===== src/rtl/rms_sqrt_scheduler.sv =====
// Round-robin scheduler that shares one pipelined square-root core among N_CH
// RMS channels, tagging each issue and steering the returned root to its channel.
module rms_sqrt_scheduler #(
  parameter int N_CH     = 4,
  parameter int RAD_W    = 22,
  parameter int Q_W      = 11,
  parameter int SQRT_LAT = 3
) (
  input  logic                  clk_fs,
  input  logic                  rst_n,
  input  logic                  en,
  input  logic [N_CH-1:0]       req,
  input  logic [N_CH*RAD_W-1:0] radical_bus,
  output logic [N_CH-1:0]       ack,
  output logic [RAD_W-1:0]      sqrt_radical,
  input  logic [Q_W-1:0]        sqrt_q,
  output logic [N_CH*Q_W-1:0]   rms_bus,
  output logic [N_CH-1:0]       rms_valid,
  output logic                  busy,
  output logic                  irq
);

  localparam int CH_W  = (N_CH > 1) ? $clog2(N_CH) : 1;
  localparam int TAG_N = SQRT_LAT + 1;

  typedef struct packed {
    logic            vld;
    logic [CH_W-1:0] ch;
  } tag_t;

  logic [N_CH-1:0]     ack_q, ack_d;
  logic [RAD_W-1:0]    rad_q, rad_d;
  logic [CH_W-1:0]     rr_q, rr_d;
  tag_t                tag_q [TAG_N];
  tag_t                tag_d [TAG_N];
  logic [N_CH*Q_W-1:0] rms_q, rms_d;
  logic [N_CH-1:0]     vld_q, vld_d;
  logic [N_CH-1:0]     done_q, done_d;
  logic                irq_q, irq_d;

  logic [N_CH-1:0]     elig;
  logic                gnt_found;
  logic [CH_W-1:0]     gnt_ch;
  logic [CH_W:0]       probe;
  logic [RAD_W-1:0]    rad_sel;
  logic                any_tag;

  // The channel acked on the previous edge is masked so a held req re-queues fairly.
  assign elig = en ? (req & ~ack_q) : '0;

  always_comb begin
    gnt_found = 1'b0;
    gnt_ch    = '0;
    probe     = '0;
    for (int i = 0; i < N_CH; i++) begin
      probe = {1'b0, rr_q} + (CH_W+1)'(i);
      if (probe >= (CH_W+1)'(N_CH)) begin
        probe = probe - (CH_W+1)'(N_CH);
      end
      if (!gnt_found && elig[probe[CH_W-1:0]]) begin
        gnt_found = 1'b1;
        gnt_ch    = probe[CH_W-1:0];
      end
    end
  end

  always_comb begin
    rad_sel = '0;
    for (int k = 0; k < N_CH; k++) begin
      if (gnt_ch == CH_W'(k)) begin
        rad_sel = radical_bus[k*RAD_W +: RAD_W];
      end
    end
  end

  always_comb begin
    ack_d = '0;
    rad_d = rad_q;
    rr_d  = rr_q;
    if (gnt_found) begin
      ack_d[gnt_ch] = 1'b1;
      rad_d         = rad_sel;
      rr_d          = (gnt_ch == CH_W'(N_CH-1)) ? '0 : gnt_ch + CH_W'(1);
    end
  end

  // Tag pipeline runs in lockstep with the external core's latency.
  always_comb begin
    tag_d[0].vld = gnt_found;
    tag_d[0].ch  = gnt_ch;
    for (int s = 1; s < TAG_N; s++) begin
      tag_d[s] = tag_q[s-1];
    end
  end

  always_comb begin
    rms_d = rms_q;
    vld_d = '0;
    if (tag_q[SQRT_LAT].vld) begin
      for (int k = 0; k < N_CH; k++) begin
        if (tag_q[SQRT_LAT].ch == CH_W'(k)) begin
          rms_d[k*Q_W +: Q_W] = sqrt_q;
          vld_d[k]            = 1'b1;
        end
      end
    end
  end

  // Mask tracks results as they are latched; a result landing on the clear edge survives.
  always_comb begin
    irq_d  = &done_q;
    done_d = (&done_q) ? vld_d : (done_q | vld_d);
  end

  always_comb begin
    any_tag = 1'b0;
    for (int s = 0; s < TAG_N; s++) begin
      any_tag = any_tag | tag_q[s].vld;
    end
  end

  always_ff @(posedge clk_fs or negedge rst_n) begin
    if (!rst_n) begin
      ack_q  <= '0;
      rad_q  <= '0;
      rr_q   <= '0;
      rms_q  <= '0;
      vld_q  <= '0;
      done_q <= '0;
      irq_q  <= 1'b0;
      for (int s = 0; s < TAG_N; s++) begin
        tag_q[s] <= '0;
      end
    end else begin
      ack_q  <= ack_d;
      rad_q  <= rad_d;
      rr_q   <= rr_d;
      rms_q  <= rms_d;
      vld_q  <= vld_d;
      done_q <= done_d;
      irq_q  <= irq_d;
      for (int s = 0; s < TAG_N; s++) begin
        tag_q[s] <= tag_d[s];
      end
    end
  end

  assign ack          = ack_q;
  assign sqrt_radical = rad_q;
  assign rms_bus      = rms_q;
  assign rms_valid    = vld_q;
  assign irq          = irq_q;
  assign busy         = (|req) | any_tag;

endmodule


===== config.mk =====
export PLATFORM = sky130hd
export DESIGN_NAME = rms_sqrt_scheduler
export DESIGN_NICKNAME = d
export VERILOG_FILES = /design/src/rtl/rms_sqrt_scheduler.sv
export SDC_FILE = /design/constraint.sdc
export NUM_CORES = 1
export LEC_CHECK = 0
export CAP_MARGIN = 15
export CORE_ASPECT_RATIO = 1.25
export CORE_MARGIN = 10
export CORE_UTILIZATION = 40
export DETAILED_ROUTE_END_ITERATION = 6
export PLACE_DENSITY = 0.75
export SLEW_MARGIN = 10
export SYNTH_ARGS = -nofsm -noshare
export SYNTH_HDL_FRONTEND = slang
export SYNTH_SLANG_ARGS = --single-unit
export TNS_END_PERCENT = 10

===== constraint.sdc =====
create_clock -name clk_fs -period 4.7 [get_ports clk_fs]
set_clock_uncertainty 0.1 [all_clocks]
set_input_delay 1.175 -clock clk_fs [delete_from_list [all_inputs] [get_ports clk_fs]]
set_output_delay 1.175 -clock clk_fs [all_outputs]
set_load 0.005 [all_outputs]

-- Word level (Yosys, flattened, before mapping)
Index checks and enable logic that the tools add are counted.
- flip-flop bits (word level): 93
- input port bits: 106
- output and inout port bits: 76
- logic and storage cells: 99
- $add $sub $neg: 8
- order comparisons: 10
- eq/ne operators: 6
- mux-type cells: 35
- bitwise gates (word level): 7
- reductions and logical operators: 15
- operators by type and width (kind ; number):
    two-way mux 22 bit ; 4
    two-way mux 2 bit ; 9
    two-way mux 4 bit ; 4
    less-than comparator 2 x 3 -> 1 bit (second input constant) ; 5
    two-way mux 1 bit ; 13
    >= comparator 3 bit (second input constant) ; 3
    binary-select mux 1 bit (select 2 bit) ; 4
    equality test 2 bit (second input constant) ; 4
    AND reduction 2 bit ; 4
    subtractor 2 x 1 -> 2 bit (second input constant) ; 4
    adder 2 x 2 -> 3 bit (second input constant) ; 2
    AND 4 bit ; 1
    equality test 2 x 1 -> 1 bit (second input constant) ; 2
    logical AND 1 bit ; 4
    logical NOT 2 bit ; 2
    inverter 4 bit ; 1
    OR 1 bit ; 4
    OR 4 bit ; 1
    AND reduction 4 bit ; 1
    OR reduction 4 bit ; 1
    adder 2 x 1 -> 3 bit (second input constant) ; 1
    >= comparator 2 x 3 -> 1 bit (second input constant) ; 1
    logical NOT 1 bit ; 3
    adder 2 x 1 -> 2 bit (second input constant) ; 1
    2 further kinds ; 2

-- Logic depth before layout (Yosys ltp)
- depth after elaboration: 20
- gate-level depth with buffers: 12
- gate-level depth less buffers: 9

-- Least setup slack after synthesis
Ideal clock, no wire load.
- path type: in2reg
- start point: input req[2]
- end point: register rad_q[2], in the netlist sqrt_radical[2]
- arrival time: 2914 ps
- setup slack: 1605 ps
- stages on the path: 10
- cells stage by stage: nand2b_4 o311ai_0 a21oi_1 ha_1 buf_6 nor2b_4 buf_6 a221oi_1 a211o_1 a31oi_2
- word-level cells in the longest chain between the ends: 19
- ends and longest elaborated chain (item ; line ; source):
    start: declaration ; 12 ; input logic [N_CH-1:0] req,
    AND 4 bit (*) ; 49 ; assign elig = en ? (req & ~ack_q) : '0;
    two-way mux 4 bit (*) ; 49 ;
    binary-select mux 1 bit (select 2 bit) ; 60 ; if (!gnt_found && elig[probe[CH_W-1:0]]) begin
    two-way mux 1 bit (implied by the code) ; 60 ;
    two-way mux 1 bit ; 60 ;
    logical NOT 1 bit ; 60 ;
    logical AND 1 bit ; 60 ;
    two-way mux 1 bit ; 60 ;
    [... 2 more ...] ; n/a ;
    two-way mux 1 bit ; 60 ;
    logical NOT 1 bit ; 60 ;
    logical AND 1 bit ; 60 ;
    two-way mux 2 bit (*) ; 60 ;
    named net gnt_ch[0] ; 43 ; logic [CH_W-1:0] gnt_ch;
    logical NOT 2 bit ; 70 ; if (gnt_ch == CH_W'(k)) begin
    two-way mux 22 bit (3 in a row) ; 70 ;
    two-way mux 22 bit (*) ; 70 ;
    end signal: assignment ; 136 ; rad_q <= rad_d;
    end: declaration ; 32 ; logic [RAD_W-1:0] rad_q, rad_d;
The timed path passes the listed nets; every way through them passes the cells marked *. The select of a mux whose other input is x is not followed.
A chain may end at the register's enable or synchronous reset.

-- Final worst setup path
- start point: input req[0]
- end point: output busy
- word-level cells in the longest chain between the ends: 2
- ends and longest elaborated chain (item ; line ; source):
    OR reduction 4 bit ; 153 ; assign busy = (|req) | any_tag;
    OR 1 bit ; 153 ;
    end: declaration ; 19 ; output logic busy,
Every way passes these cells.

==> flow_summary.json <==
{
  "post_cts_buffers": 0,
  "fmax_mhz": 258,
  "p_leak_nw": 2.82,
  "clockRootBuffer": "clkbuf_16",
  "die_w_um": 112,
  "syn2layout_area_growth_pct": 50.4,
  "slowest_delay_ns": 0.49,
  "power_density_nw_per_um2": 550,
  "drt_wl_total_mm": 13.5,
  "clk_pin_slew_ns": 0.06,
  "synth_seq_area_share": 0.546,
  "portBuffers": 181,
  "drc_errors": 0,
  "coreArea_um2": 10500,
  "pin_count": 182,
  "fp.dieArea_um2": 15200,
  "critPathArrivalTime_ns": 2.60,
  "die_h_um": 135,
  "preCtsSetupSlack_ns": 0.596,
  "cp_cell_sequence": "clkdlybuf4s50_1 > nor4_1 > nand2_1 > clkdlybuf4s50_1",
  "antenna_cells": 0,
  "clockBufferDepth": 2,
  "cp_max_fo": 3,
  "min-delay-start": "tag_d[3]",
  "synth_area_leader_cell": "dfrtp_1",
  "synth_top_area_share": 0.546,
  "crit_top_cell": "clkdlybuf4s50_1",
  "synth_ff_type": "dfrtp_1",
  "status": "finished clean",
  "cp-end-kind": "output pin",
  "crit_buf_inv": 2,
  "place.gp.congestion": 0.836,
  "setup_viol": 0,
  "slowest_stage": "clkdlybuf4s50_1",
  "ff2ff_path_depth": 8,
  "cap_viol_max_count": 0,
  "routedWlPerCell_um": 19.2,
  "synthTopCellsByCount": "nand2_1, dfrtp_1, inv_1",
  "initial_core_util": 0.406,
  "holdCritPathClass": "flop to flop",
  "vdd_drop_max_uv": 224,
  "slew_violations": 0,
  "finalCriticalPeriod_ns": 3.88,
  "critPathKind": "input port to output pin",
  "dp_hpwl_mm": 10.2,
  "htree_num_levels": 3,
  "async_flop_share": 1.00,
  "crit_path_start_kind": "input port",
  "netlist_area_um2": 4270,
  "rsz0062_at_grt": "no",
  "synth.distinct_cells": 38,
  "row_count": 42,
  "synth_edf_count": 0,
  "first_pass_iters": 6,
  "grt_pass1_vias": 3925,
  "whs_path_depth": 0,
  "cts_num_sinks": 93,
  "ctsHoldBuffers": 0,
  "crit_required_ns": 3.42,
  "cts_buffers": 9,
  "tightest_slew_ns": 1.12,
  "num_vias": 3716,
  "ys_top_cells_by_area": "dfrtp_1, nand2_1, mux2_2",
  "hold_viol": 0,
  "ctsResizeCount": 0,
  "fin_crit_sh": 0.825,
  "grt_max_degree": 69,
  "setup_ws_ns": 0.822,
  "worstReg2RegEnd": "sqrt_radical[11]",
  "fin_setup_tns_ns": 0,
  "r2r_setup_slack_ns": 1.83,
  "netlist_instances": 400,
  "slew_headroom": 0.248,
  "yosysMostFrequentCell": "nand2_1",
  "grt_pass1_wl_mm": 21.3,
  "ys_seq_elements": 93,
  "path_delay_family": "buffers and inverters",
  "nets": 680,
  "route.antenna.remaining_nets": 0,
  "grt_usage": 0.174,
  "vias_per_cell": 5.26,
  "cts_tree": "done",
  "yosysWarnings": 0,
  "grt_overflow_total": 0,
  "worst_hold_path.endpoint": "tag_d[0]",
  "rr_startpoint": "ack[2]",
  "drt_iter0_markers": 109,
  "syn_area_per_cell_um2": 10.7,
  "synth_nets": 510,
  "drive_gt1_frac": 0.113,
  "clk_latency_ns": 0.34,
  "antenna_found_initial": 0
}
registers in the layout, summed over array words and instances, names as in the netlist:
name and flops:
rr_q 2, rms_bus 44, rms_valid 4, tag_d 9, done_q 4, irq 1, sqrt_radical 22, ack 4
tag_q 3
per-layer routing:
metal  vias to the layer above  share of wire  global-route usage
li1                       1727              -                   -
met1                      1773           0.39               0.190
met2                       196           0.47               0.286
met3                        20           0.12              0.0940
met4                         0          0.015              0.0537
met5                         -              0                   0
how the worst max path moves through the flow:
stage,from,endpoint,slack (ns),cells past startpoint
2_1_floorplan,req[2],sqrt_radical[2],1.61,10
3_3_place_gp,req[2],sqrt_radical[18],0.69,9
3_5_place_dp,req[2],sqrt_radical[11],0.60,9
4_1_cts,req[0],busy,0.82,4
5_1_grt,req[0],busy,0.67,4
6_report,req[0],busy,0.82,4
cells by family (layout without fill, tap and decap cells):
group | after synthesis | count (layout) | synth area share
multiplexers | 22 | 22 | 0.0581
flip-flops | 93 | 93 | 0.546
AND/OR/NAND/NOR | 144 | 144 | 0.146
buffers and inverters | 55 | 230 | 0.0628
AO/OA/AOI/OAI | 82 | 82 | 0.176
adder cells (fa/ha/maj) | 4 | 4 | 0.0117
worst register-to-register path, stage by stage, from the launching register on:
cell      delay, ns
dfrtp_1        0.42
nand2b_4       0.18
o311ai_0       0.50
a21oi_1        0.17
ha_1           0.29
nor2b_4        0.47
a221oi_1       0.19
a211o_1        0.32
a31oi_2        0.15
power by group:
part,internal (W),switching (W)
registers,0.00112,0.000195
clock network,0.000414,0.000316
logic,0.000882,0.000594
layout by cell type, fill, tap and decap left out, types with 2 or more instances in the layout:
cell type / netlist / routed
clkdlybuf4s50_1: 0 / 180
nand2_1: 98 / 98
dfrtp_1: 93 / 93
inv_1: 28 / 28
nor2_1: 22 / 22
mux2_2: 22 / 22
a211o_1: 21 / 21
a221oi_1: 19 / 19
a31oi_2: 15 / 15
clkbuf_16: 0 / 9
a31oi_1: 6 / 6
buf_4: 6 / 6
a21oi_1: 5 / 5
o21ai_0: 4 / 4
a21o_1: 4 / 4
and2_1: 4 / 4
ha_1: 4 / 4
nand2b_1: 3 / 3
nand3b_1: 3 / 3
clkinvlp_4: 0 / 3
nor2b_1: 2 / 2
nand4_1: 2 / 2
nand3_1: 2 / 2
nor4_1: 2 / 2
a221oi_2: 2 / 2
final cells by class:
cell class / instances / area [µm²]
clock buffers: 9 / 225
clock inverters: 7 / 75.1
fillers: 882 / 4100
inverters: 28 / 105
multi-input cells: 252 / 1670
flip-flops and latches: 93 / 2330
well taps: 132 / 165
repair buffers: 186 / 1850
through the flow:
step / area, µm² / std cells / utilization / hold slack [ns] / power, W
floorplan: 4270 / 400 / - / 0.231 / 0.00198
global placement: 6110 / 691 / 0.582 / 0.232 / 0.00276
detailed placement: 6110 / 691 / 0.582 / 0.237 / 0.00282
CTS: 6410 / 707 / 0.610 / 0.253 / 0.00357
global route: 6410 / 707 / 0.610 / 0.263 / 0.00376
finish: 6410 / 707 / 0.610 / 0.250 / 0.00353
(Power assumes the default switching activity.)
